**src/rtl/branch_hazard_ctrl_pkg.sv**
```systemverilog
// Shared definitions for the ID-stage branch hazard controller:
// FSM state encodings, the register-zero constant, pipeline control
// bundles and the register match helper.
package branch_hazard_ctrl_pkg;

    typedef enum logic [1:0] {
        ST_IDLE    = 2'd0,
        ST_STALL   = 2'd1,
        ST_RESOLVE = 2'd2
    } state_t;

    localparam logic [4:0] REG_ZERO = 5'd0;

    // Pipeline control bundle driven towards PC, IF/ID and ID/EX.
    typedef struct packed {
        logic pc_write;
        logic ifid_write;
        logic idex_bubble;
        logic ifid_flush;
        logic pc_src;
    } pipe_ctrl_t;

    // Normal flow: PC and IF/ID advance, nothing squashed.
    localparam pipe_ctrl_t CTRL_DEFAULT = '{pc_write: 1'b1, ifid_write: 1'b1,
                                           idex_bubble: 1'b0, ifid_flush: 1'b0,
                                           pc_src: 1'b0};
    // Hold PC and IF/ID, push a nop into ID/EX.
    localparam pipe_ctrl_t CTRL_STALL   = '{pc_write: 1'b0, ifid_write: 1'b0,
                                           idex_bubble: 1'b1, ifid_flush: 1'b0,
                                           pc_src: 1'b0};
    // Taken branch: load the target and discard the fall-through fetch.
    localparam pipe_ctrl_t CTRL_TAKEN   = '{pc_write: 1'b1, ifid_write: 1'b1,
                                           idex_bubble: 1'b0, ifid_flush: 1'b1,
                                           pc_src: 1'b1};

    // A producer destination matches a consumer source unless it is $zero.
    function automatic logic reg_match(input logic [4:0] rd,
                                       input logic [4:0] rs,
                                       input logic [4:0] rt);
        return (rd != REG_ZERO) && ((rd == rs) || (rd == rt));
    endfunction

endpackage

```
**src/rtl/branch_hazard_ctrl_if.sv**
```systemverilog
// Signal bundle between the pipeline and the branch hazard controller.
// The pipeline side (master) drives the ID/EX/MEM hazard information and
// the comparator result; the controller side (slave) returns the stall,
// flush and redirect controls plus the stall-cycle counter.
// Handshake: there is no valid/ready pair; every signal is level-sensitive
// and evaluated each cycle, and controller outputs are combinational from
// the current state and the inputs of that same cycle.
interface branch_hazard_ctrl_if #(
    parameter int STALL_CNT_W = 16
);
    logic                   IFID_Branch;
    logic [4:0]             IFID_RegRs;
    logic [4:0]             IFID_RegRt;
    logic                   IDEX_RegWrite;
    logic                   IDEX_MemRead;
    logic [4:0]             IDEX_RegRd;
    logic                   EXMEM_MemRead;
    logic [4:0]             EXMEM_RegRd;
    logic                   BranchTaken;
    logic                   PCWrite;
    logic                   IFIDWrite;
    logic                   IDEX_Bubble;
    logic                   IFID_Flush;
    logic                   PCSrc;
    logic [STALL_CNT_W-1:0] StallCount;

    modport master (
        output IFID_Branch, IFID_RegRs, IFID_RegRt,
        output IDEX_RegWrite, IDEX_MemRead, IDEX_RegRd,
        output EXMEM_MemRead, EXMEM_RegRd, BranchTaken,
        input  PCWrite, IFIDWrite, IDEX_Bubble, IFID_Flush, PCSrc, StallCount
    );

    modport slave (
        input  IFID_Branch, IFID_RegRs, IFID_RegRt,
        input  IDEX_RegWrite, IDEX_MemRead, IDEX_RegRd,
        input  EXMEM_MemRead, EXMEM_RegRd, BranchTaken,
        output PCWrite, IFIDWrite, IDEX_Bubble, IFID_Flush, PCSrc, StallCount
    );
endinterface

```
**src/rtl/branch_dep_detect.sv**
```systemverilog
// Combinational operand dependency detector for a consumer in ID.
// need2: load in EX (two cycles until its data is forwardable to ID).
// need1: ALU result in EX or load in MEM (one cycle until forwardable).
// Kept free of branch qualification so the load-use unit can reuse it.
module branch_dep_detect
    import branch_hazard_ctrl_pkg::*;
(
    input  logic [4:0] i_rs,
    input  logic [4:0] i_rt,
    input  logic       i_idex_regwrite,
    input  logic       i_idex_memread,
    input  logic [4:0] i_idex_rd,
    input  logic       i_exmem_memread,
    input  logic [4:0] i_exmem_rd,
    output logic       o_need1,
    output logic       o_need2
);
    logic w_idex_match;
    logic w_exmem_match;

    // Match each in-flight destination against the ID sources, then qualify by producer kind.
    always_comb begin
        w_idex_match  = reg_match(i_idex_rd, i_rs, i_rt);
        w_exmem_match = reg_match(i_exmem_rd, i_rs, i_rt);
        o_need2       = i_idex_memread & w_idex_match;
        o_need1       = (i_idex_regwrite & ~i_idex_memread & w_idex_match)
                      | (i_exmem_memread & w_exmem_match);
    end
endmodule

```
**src/rtl/branch_hazard_ctrl.sv**
```systemverilog
// Early branch resolution sequencer. Stalls a branch in ID until its
// operands can be bypassed to the ID comparator, then redirects and
// flushes when the branch is taken. Also counts stall cycles (saturating).
module branch_hazard_ctrl
    import branch_hazard_ctrl_pkg::*;
#(
    parameter int STALL_CNT_W = 16
) (
    input  logic                 clk,
    input  logic                 rst_n,
    branch_hazard_ctrl_if.slave  bus,
    output state_t               o_dbg_state
);
    state_t                 r_state;
    state_t                 w_next_state;
    pipe_ctrl_t             w_ctrl;
    logic                   w_stall;
    logic                   w_need1;
    logic                   w_need2;
    logic [STALL_CNT_W-1:0] r_stall_cnt;

    branch_dep_detect u_dep (
        .i_rs            (bus.IFID_RegRs),
        .i_rt            (bus.IFID_RegRt),
        .i_idex_regwrite (bus.IDEX_RegWrite),
        .i_idex_memread  (bus.IDEX_MemRead),
        .i_idex_rd       (bus.IDEX_RegRd),
        .i_exmem_memread (bus.EXMEM_MemRead),
        .i_exmem_rd      (bus.EXMEM_RegRd),
        .o_need1         (w_need1),
        .o_need2         (w_need2)
    );

    // State register; reset abandons any stall sequence in progress.
    always_ff @(posedge clk or negedge rst_n) begin
        if (!rst_n) begin
            r_state <= ST_IDLE;
        end else begin
            r_state <= w_next_state;
        end
    end

    // Next state and Mealy output decode; reset forces default controls.
    always_comb begin
        w_next_state = r_state;
        w_ctrl       = CTRL_DEFAULT;
        w_stall      = 1'b0;
        if (!rst_n) begin
            w_next_state = ST_IDLE;
        end else begin
            case (r_state)
                ST_IDLE: begin
                    if (bus.IFID_Branch) begin
                        if (w_need2) begin
                            w_stall      = 1'b1;
                            w_next_state = ST_STALL;
                        end else if (w_need1) begin
                            w_stall      = 1'b1;
                            w_next_state = ST_RESOLVE;
                        end else if (bus.BranchTaken) begin
                            w_ctrl = CTRL_TAKEN;
                        end
                    end
                end
                ST_STALL: begin
                    if (!bus.IFID_Branch) begin
                        w_next_state = ST_IDLE;
                    end else begin
                        w_stall      = 1'b1;
                        w_next_state = ST_RESOLVE;
                    end
                end
                ST_RESOLVE: begin
                    // Operands are forwardable by now, so no hazard re-check.
                    w_next_state = ST_IDLE;
                    if (bus.IFID_Branch && bus.BranchTaken) begin
                        w_ctrl = CTRL_TAKEN;
                    end
                end
                default: begin
                    w_next_state = ST_IDLE;
                end
            endcase
            if (w_stall) begin
                w_ctrl = CTRL_STALL;
            end
        end
    end

    // Saturating count of cycles in which the stall controls were asserted.
    always_ff @(posedge clk or negedge rst_n) begin
        if (!rst_n) begin
            r_stall_cnt <= '0;
        end else if (w_stall && (r_stall_cnt != '1)) begin
            r_stall_cnt <= r_stall_cnt + 1'b1;
        end
    end

    assign bus.PCWrite     = w_ctrl.pc_write;
    assign bus.IFIDWrite   = w_ctrl.ifid_write;
    assign bus.IDEX_Bubble = w_ctrl.idex_bubble;
    assign bus.IFID_Flush  = w_ctrl.ifid_flush;
    assign bus.PCSrc       = w_ctrl.pc_src;
    assign bus.StallCount  = r_stall_cnt;
    assign o_dbg_state     = r_state;
endmodule

```
**src/flat_wrapper.sv**
```systemverilog
// flat-port wrapper written by rule: the top's interface ports become plain ports
module branch_hazard_ctrl_flat import branch_hazard_ctrl_pkg::*;
#(
    parameter int STALL_CNT_W = 16
)
  (clk, rst_n, o_dbg_state, bus_IFID_Branch, bus_IFID_RegRs, bus_IFID_RegRt, bus_IDEX_RegWrite, bus_IDEX_MemRead, bus_IDEX_RegRd, bus_EXMEM_MemRead, bus_EXMEM_RegRd, bus_BranchTaken, bus_PCWrite, bus_IFIDWrite, bus_IDEX_Bubble, bus_IFID_Flush, bus_PCSrc, bus_StallCount);
  branch_hazard_ctrl_if #(.STALL_CNT_W(STALL_CNT_W)) bus_i ();
  input  logic clk;
  input  logic rst_n;
  output state_t o_dbg_state;
  input wire logic [$bits(bus_i.IFID_Branch)-1:0] bus_IFID_Branch;
  input wire logic [$bits(bus_i.IFID_RegRs)-1:0] bus_IFID_RegRs;
  input wire logic [$bits(bus_i.IFID_RegRt)-1:0] bus_IFID_RegRt;
  input wire logic [$bits(bus_i.IDEX_RegWrite)-1:0] bus_IDEX_RegWrite;
  input wire logic [$bits(bus_i.IDEX_MemRead)-1:0] bus_IDEX_MemRead;
  input wire logic [$bits(bus_i.IDEX_RegRd)-1:0] bus_IDEX_RegRd;
  input wire logic [$bits(bus_i.EXMEM_MemRead)-1:0] bus_EXMEM_MemRead;
  input wire logic [$bits(bus_i.EXMEM_RegRd)-1:0] bus_EXMEM_RegRd;
  input wire logic [$bits(bus_i.BranchTaken)-1:0] bus_BranchTaken;
  output wire logic [$bits(bus_i.PCWrite)-1:0] bus_PCWrite;
  output wire logic [$bits(bus_i.IFIDWrite)-1:0] bus_IFIDWrite;
  output wire logic [$bits(bus_i.IDEX_Bubble)-1:0] bus_IDEX_Bubble;
  output wire logic [$bits(bus_i.IFID_Flush)-1:0] bus_IFID_Flush;
  output wire logic [$bits(bus_i.PCSrc)-1:0] bus_PCSrc;
  output wire logic [$bits(bus_i.StallCount)-1:0] bus_StallCount;
  assign bus_i.IFID_Branch = bus_IFID_Branch;
  assign bus_i.IFID_RegRs = bus_IFID_RegRs;
  assign bus_i.IFID_RegRt = bus_IFID_RegRt;
  assign bus_i.IDEX_RegWrite = bus_IDEX_RegWrite;
  assign bus_i.IDEX_MemRead = bus_IDEX_MemRead;
  assign bus_i.IDEX_RegRd = bus_IDEX_RegRd;
  assign bus_i.EXMEM_MemRead = bus_EXMEM_MemRead;
  assign bus_i.EXMEM_RegRd = bus_EXMEM_RegRd;
  assign bus_i.BranchTaken = bus_BranchTaken;
  assign bus_PCWrite = bus_i.PCWrite;
  assign bus_IFIDWrite = bus_i.IFIDWrite;
  assign bus_IDEX_Bubble = bus_i.IDEX_Bubble;
  assign bus_IFID_Flush = bus_i.IFID_Flush;
  assign bus_PCSrc = bus_i.PCSrc;
  assign bus_StallCount = bus_i.StallCount;
  branch_hazard_ctrl #(.STALL_CNT_W(STALL_CNT_W)) u_core (.clk(clk), .rst_n(rst_n), .bus(bus_i), .o_dbg_state(o_dbg_state));
endmodule
```
**config.mk**
```make
export PLATFORM = sky130hd
export DESIGN_NAME = branch_hazard_ctrl_flat
export DESIGN_NICKNAME = d
export VERILOG_FILES = /design/src/rtl/branch_hazard_ctrl_pkg.sv /design/src/rtl/branch_hazard_ctrl_if.sv /design/src/rtl/branch_dep_detect.sv /design/src/rtl/branch_hazard_ctrl.sv /design/src/flat_wrapper.sv
export SDC_FILE = /design/constraint.sdc
export NUM_CORES = 1
export LEC_CHECK = 0
export BUFFER_PORTS_ARGS = -buffer_cell sky130_fd_sc_hd__buf_2
export CAP_MARGIN = 0
export CELL_PAD_IN_SITES_DETAIL_PLACEMENT = 1
export CELL_PAD_IN_SITES_GLOBAL_PLACEMENT = 2
export CORE_MARGIN = 1
export CORE_UTILIZATION = 27
export CTS_BUF_LIST = sky130_fd_sc_hd__clkbuf_4 sky130_fd_sc_hd__clkbuf_8
export CTS_CLUSTER_DIAMETER = 30
export DETAILED_ROUTE_END_ITERATION = 7
export HOLD_SLACK_MARGIN = 0.12
export PLACE_DENSITY = 0.82
export SETUP_SLACK_MARGIN = 0.2
export SLEW_MARGIN = 25
export SYNTH_ARGS = -nofsm -noshare
export SYNTH_HDL_FRONTEND = slang
export SYNTH_SLANG_ARGS = --single-unit
```
**constraint.sdc**
```tcl
create_clock -name clk -period 1.8 [get_ports clk]
set_clock_uncertainty 0.1 [all_clocks]
set_input_delay 0.09 -clock clk [delete_from_list [all_inputs] [get_ports clk]]
set_output_delay 0.09 -clock clk [all_outputs]
set_load 0.005 [all_outputs]
```
==> summary.txt <==
Outcome
  – Outcome: finished, violations left
  – Violated checks: design-rule violations, negative setup slack

Synth
  – Cells after Synth: 119
  – Synth warn: 0
  – Post-synthesis register bit count: 18
  – Mapped Area: 1270 um^2
  – Dominant synthesized flop cell: dfrtp_1
  – Synth area leaders: dfrtp_1, xor2_1, xnor2_1
  – Yosys top cell area share: 35.5%
  – Syn Area/Cell: 10.7 um^2
  – Commonest cells in the netlist: dfrtp_1, xor2_1, xnor2_1
  – Post-synth EDFFs: 0
  – Post-synth net total: 147
  – Asr flop ratio synth: 100%
  – Fraction of the yosys area taken by sequential cells: 35.5%
  – Yosys cell types: 32
  – Cell taking the most area after synthesis: dfrtp_1

Timing
  – Final setup vio count: 13
  – PnR worst setup slack: -0.0574 ns
  – Final min period: 1.86 ns
  – Final hold vios: 0
  – Final cycle utilization of the critical path: 103%
  – RSZ-0062 raised after global routing: true
  – Worst Tran Pin Value: 0.816 ns
  – Slew Viols, Final: 0
  – Fmax: 538 MHz
  – Hold slack: 0.123 ns
  – Max-Slew Margin vs Limit: 45.4%

Critical path
  – CP Launch Type: flip-flop
  – Most used cell, CP: and3_4
  – R2R Setup Slk: -0.06 ns
  – Critical path endpoint category: flip-flop
  – CP Cell Sequence: and4_4, and3_4, and3_4, a31oi_4, nand2_2, mux2_4
  – Worst path arrival time: 1.90 ns
  – Worst reg2reg path endpoint: u_core.bus.StallCount[1]
  – Largest stage delay, worst path: 0.39 ns
  – CP max-delay cell: dfrtp_1
  – Worst r2r path cells: 6
  – Top delay family on crit path: simple AND/OR/NAND/NOR gates
  – Worst Path Required: 1.84 ns
  – Worst setup path class: flip-flop to flip-flop
  – Crit Path Max Fanout: 8
  – Reg2Reg Launch Point: u_core.bus.StallCount[8]
  – CP Buf/Inv Count: 0

Final layout
  – Fillcell total: 512
  – Inserted Diodes: 0
  – Share of post-route cells with drive strength above 1: 59.0%
  – Final core utilization: 45.1%
  – Synthesis-to-layout area growth: 58.0%
  – NumNets Final: 229
  – Non-Filler Instances: 252

Place
  – Place WS: -0.113 ns
  – Placed insts: 236
  – I/O Buffers: 49
  – RD Place Congestion: 0.825
  – HPWL after DPL: 3.01 mm

Route
  – Vias per inst: 4.75
  – Via count: 1197
  – Post-Route WL: 3.87 mm
  – Remaining DRCs: 12
  – Routed wire per std cell: 15.4 um
  – Detailed Route Iter0 Violations: 34
  – Final ANT Viol Nets: 0
  – DR pass1 iterations: 6

CTS
  – Root buf cell: clkbuf_8
  – Inserted Clock Buffers: 3
  – H-Tree Depth: 1
  – CTS tree: done
  – Clk_lat worst skew: 0.25 ns
  – Clock-pin slew on the worst setup and hold paths: 0.07 ns
  – CTS Sinks: 18
  – CTS max path bufs: 2

Power and ir drop
  – Total power: 1.14 mW
  – P_leak: 0.998 nW
  – Peak VDD IR: 0.393 mV
  – PwrDens: 567 nW/um^2

Die
  – Die Wd: 70.5 um
  – I/O pin total: 50
  – Die height: 70.5 um
  – Initial core utilization: 28.5%
  – Die Area: 4970 um^2
  – Core area: 4440 um^2
  – Row cnt: 24

Job
  – Max Cap Violations: 0

Global route
  – Vias in the first global route: 1341
  – First-pass GRT wire length: 6.51 mm
  – Initial antenna violation count: 0
  – Largest net degree at the start of global routing: 19
  – GRT Total Usage: 16.4%
  – Total gr overflow: 0

Worst hold path
  – Hold Path Origin: bus_IFID_Branch
  – Worst hold path type: input port to flip-flop
  – Hold Path Stages: 3
  – Hold EP: u_core.o_dbg_state[0]
## where the power goes
part / total [mW] / switching [mW] / internal [mW] / leakage (nW)
logic: 0.358 / 0.164 / 0.194 / 0.721
registers: 0.443 / 0.0155 / 0.427 / 0.249
clock network: 0.334 / 0.140 / 0.194 / 0.0288
## layout make-up
type / instances / area (um^2) / share of cell area, %
inverters: 3 / 11.3 / 0.562
clock buffers: 4 / 55.1 / 2.75
well taps: 52 / 65.1 / 3.25
multi-input cells: 94 / 885 / 44.2
repair buffers: 81 / 537 / 26.8
flip-flops and latches: 18 / 450 / 22.5
## worst reg2reg max path, stage by stage, from the launching register on
cell,delay [ns]
dfrtp_1,0.39
and4_4,0.20
and3_4,0.18
and3_4,0.18
a31oi_4,0.28
nand2_2,0.11
mux2_4,0.31
## layer usage
layer  part of all wire, %  GRT usage [%]  vias up
met5                     0              0        -
met4                  0.70           3.63        0
met3                   5.3           2.02        5
met2                    52           31.4       41
met1                    42           19.4      572
li1                      -              -      579
## how the worst max path moves through the flow
| stage | from | endpoint | slack, ns | depth (start not counted) |
|---|---|---|---|---|
| floorplan | u_core.bus.StallCount[8] | u_core.bus.StallCount[1] | 0.02 | 6 |
| global placement | bus_IFID_RegRt[3] | u_core.bus.StallCount[5] | -0.02 | 8 |
| detailed placement | bus_IFID_RegRt[3] | u_core.bus.StallCount[4] | -0.11 | 8 |
| CTS | u_core.bus.StallCount[7] | u_core.bus.StallCount[1] | -0.09 | 6 |
| global route | u_core.bus.StallCount[8] | u_core.bus.StallCount[1] | -0.13 | 6 |
| finish | u_core.bus.StallCount[8] | u_core.bus.StallCount[1] | -0.06 | 6 |
## registers in the layout, summed over array words and instances (netlist names)
register               flops
u_core.o_dbg_state         2
u_core.bus.StallCount     16
## stage by stage
step | instance area [um^2] | TNS [ns]
4_1_cts | 1890 | -0.596
2_1_floorplan | 1290 | 0
6_report | 2000 | -0.339
3_5_place_dp | 1720 | -0.703
3_3_place_gp | 1720 | -0.0837
5_1_grt | 2000 | -1.41
## repair_timing
action                                  4_1_cts  5_1_grt
hold buffers                                  2        0
resized for setup                            10       15
setup buffers                                 5        5
endpoints found under the hold margin        20        0
pin swaps                                    12        8
endpoints found under the setup margin       21       21
## cell usage in the layout, fill, tap and decap left out, types with 3 or more instances in the layout
cell type   n
and3_1      8
buf_2      46
buf_4      27
buf_6       3
clkbuf_8    4
dfrtp_1    18
inv_1       3
nand3_2     8
nand4_1     5
nor2_1      6
nor3_2      4
xnor2_1    12
xnor2_2     5
xor2_1     18
## logic make-up after synthesis
family                     count (synthesis)  share of synthesized area (%)
muxes                                      1                          0.888
AOI/OAI and AO/OA                         10                           9.77
adders and majority gates                  1                          0.987
and+or+nand+nor                           47                           24.8
buffers and inverters                      7                           3.85
xor gates and xnor gates                  35                           24.2
DFF                                       18                           35.5
Note: power is estimated with default switching activity, not from simulation.
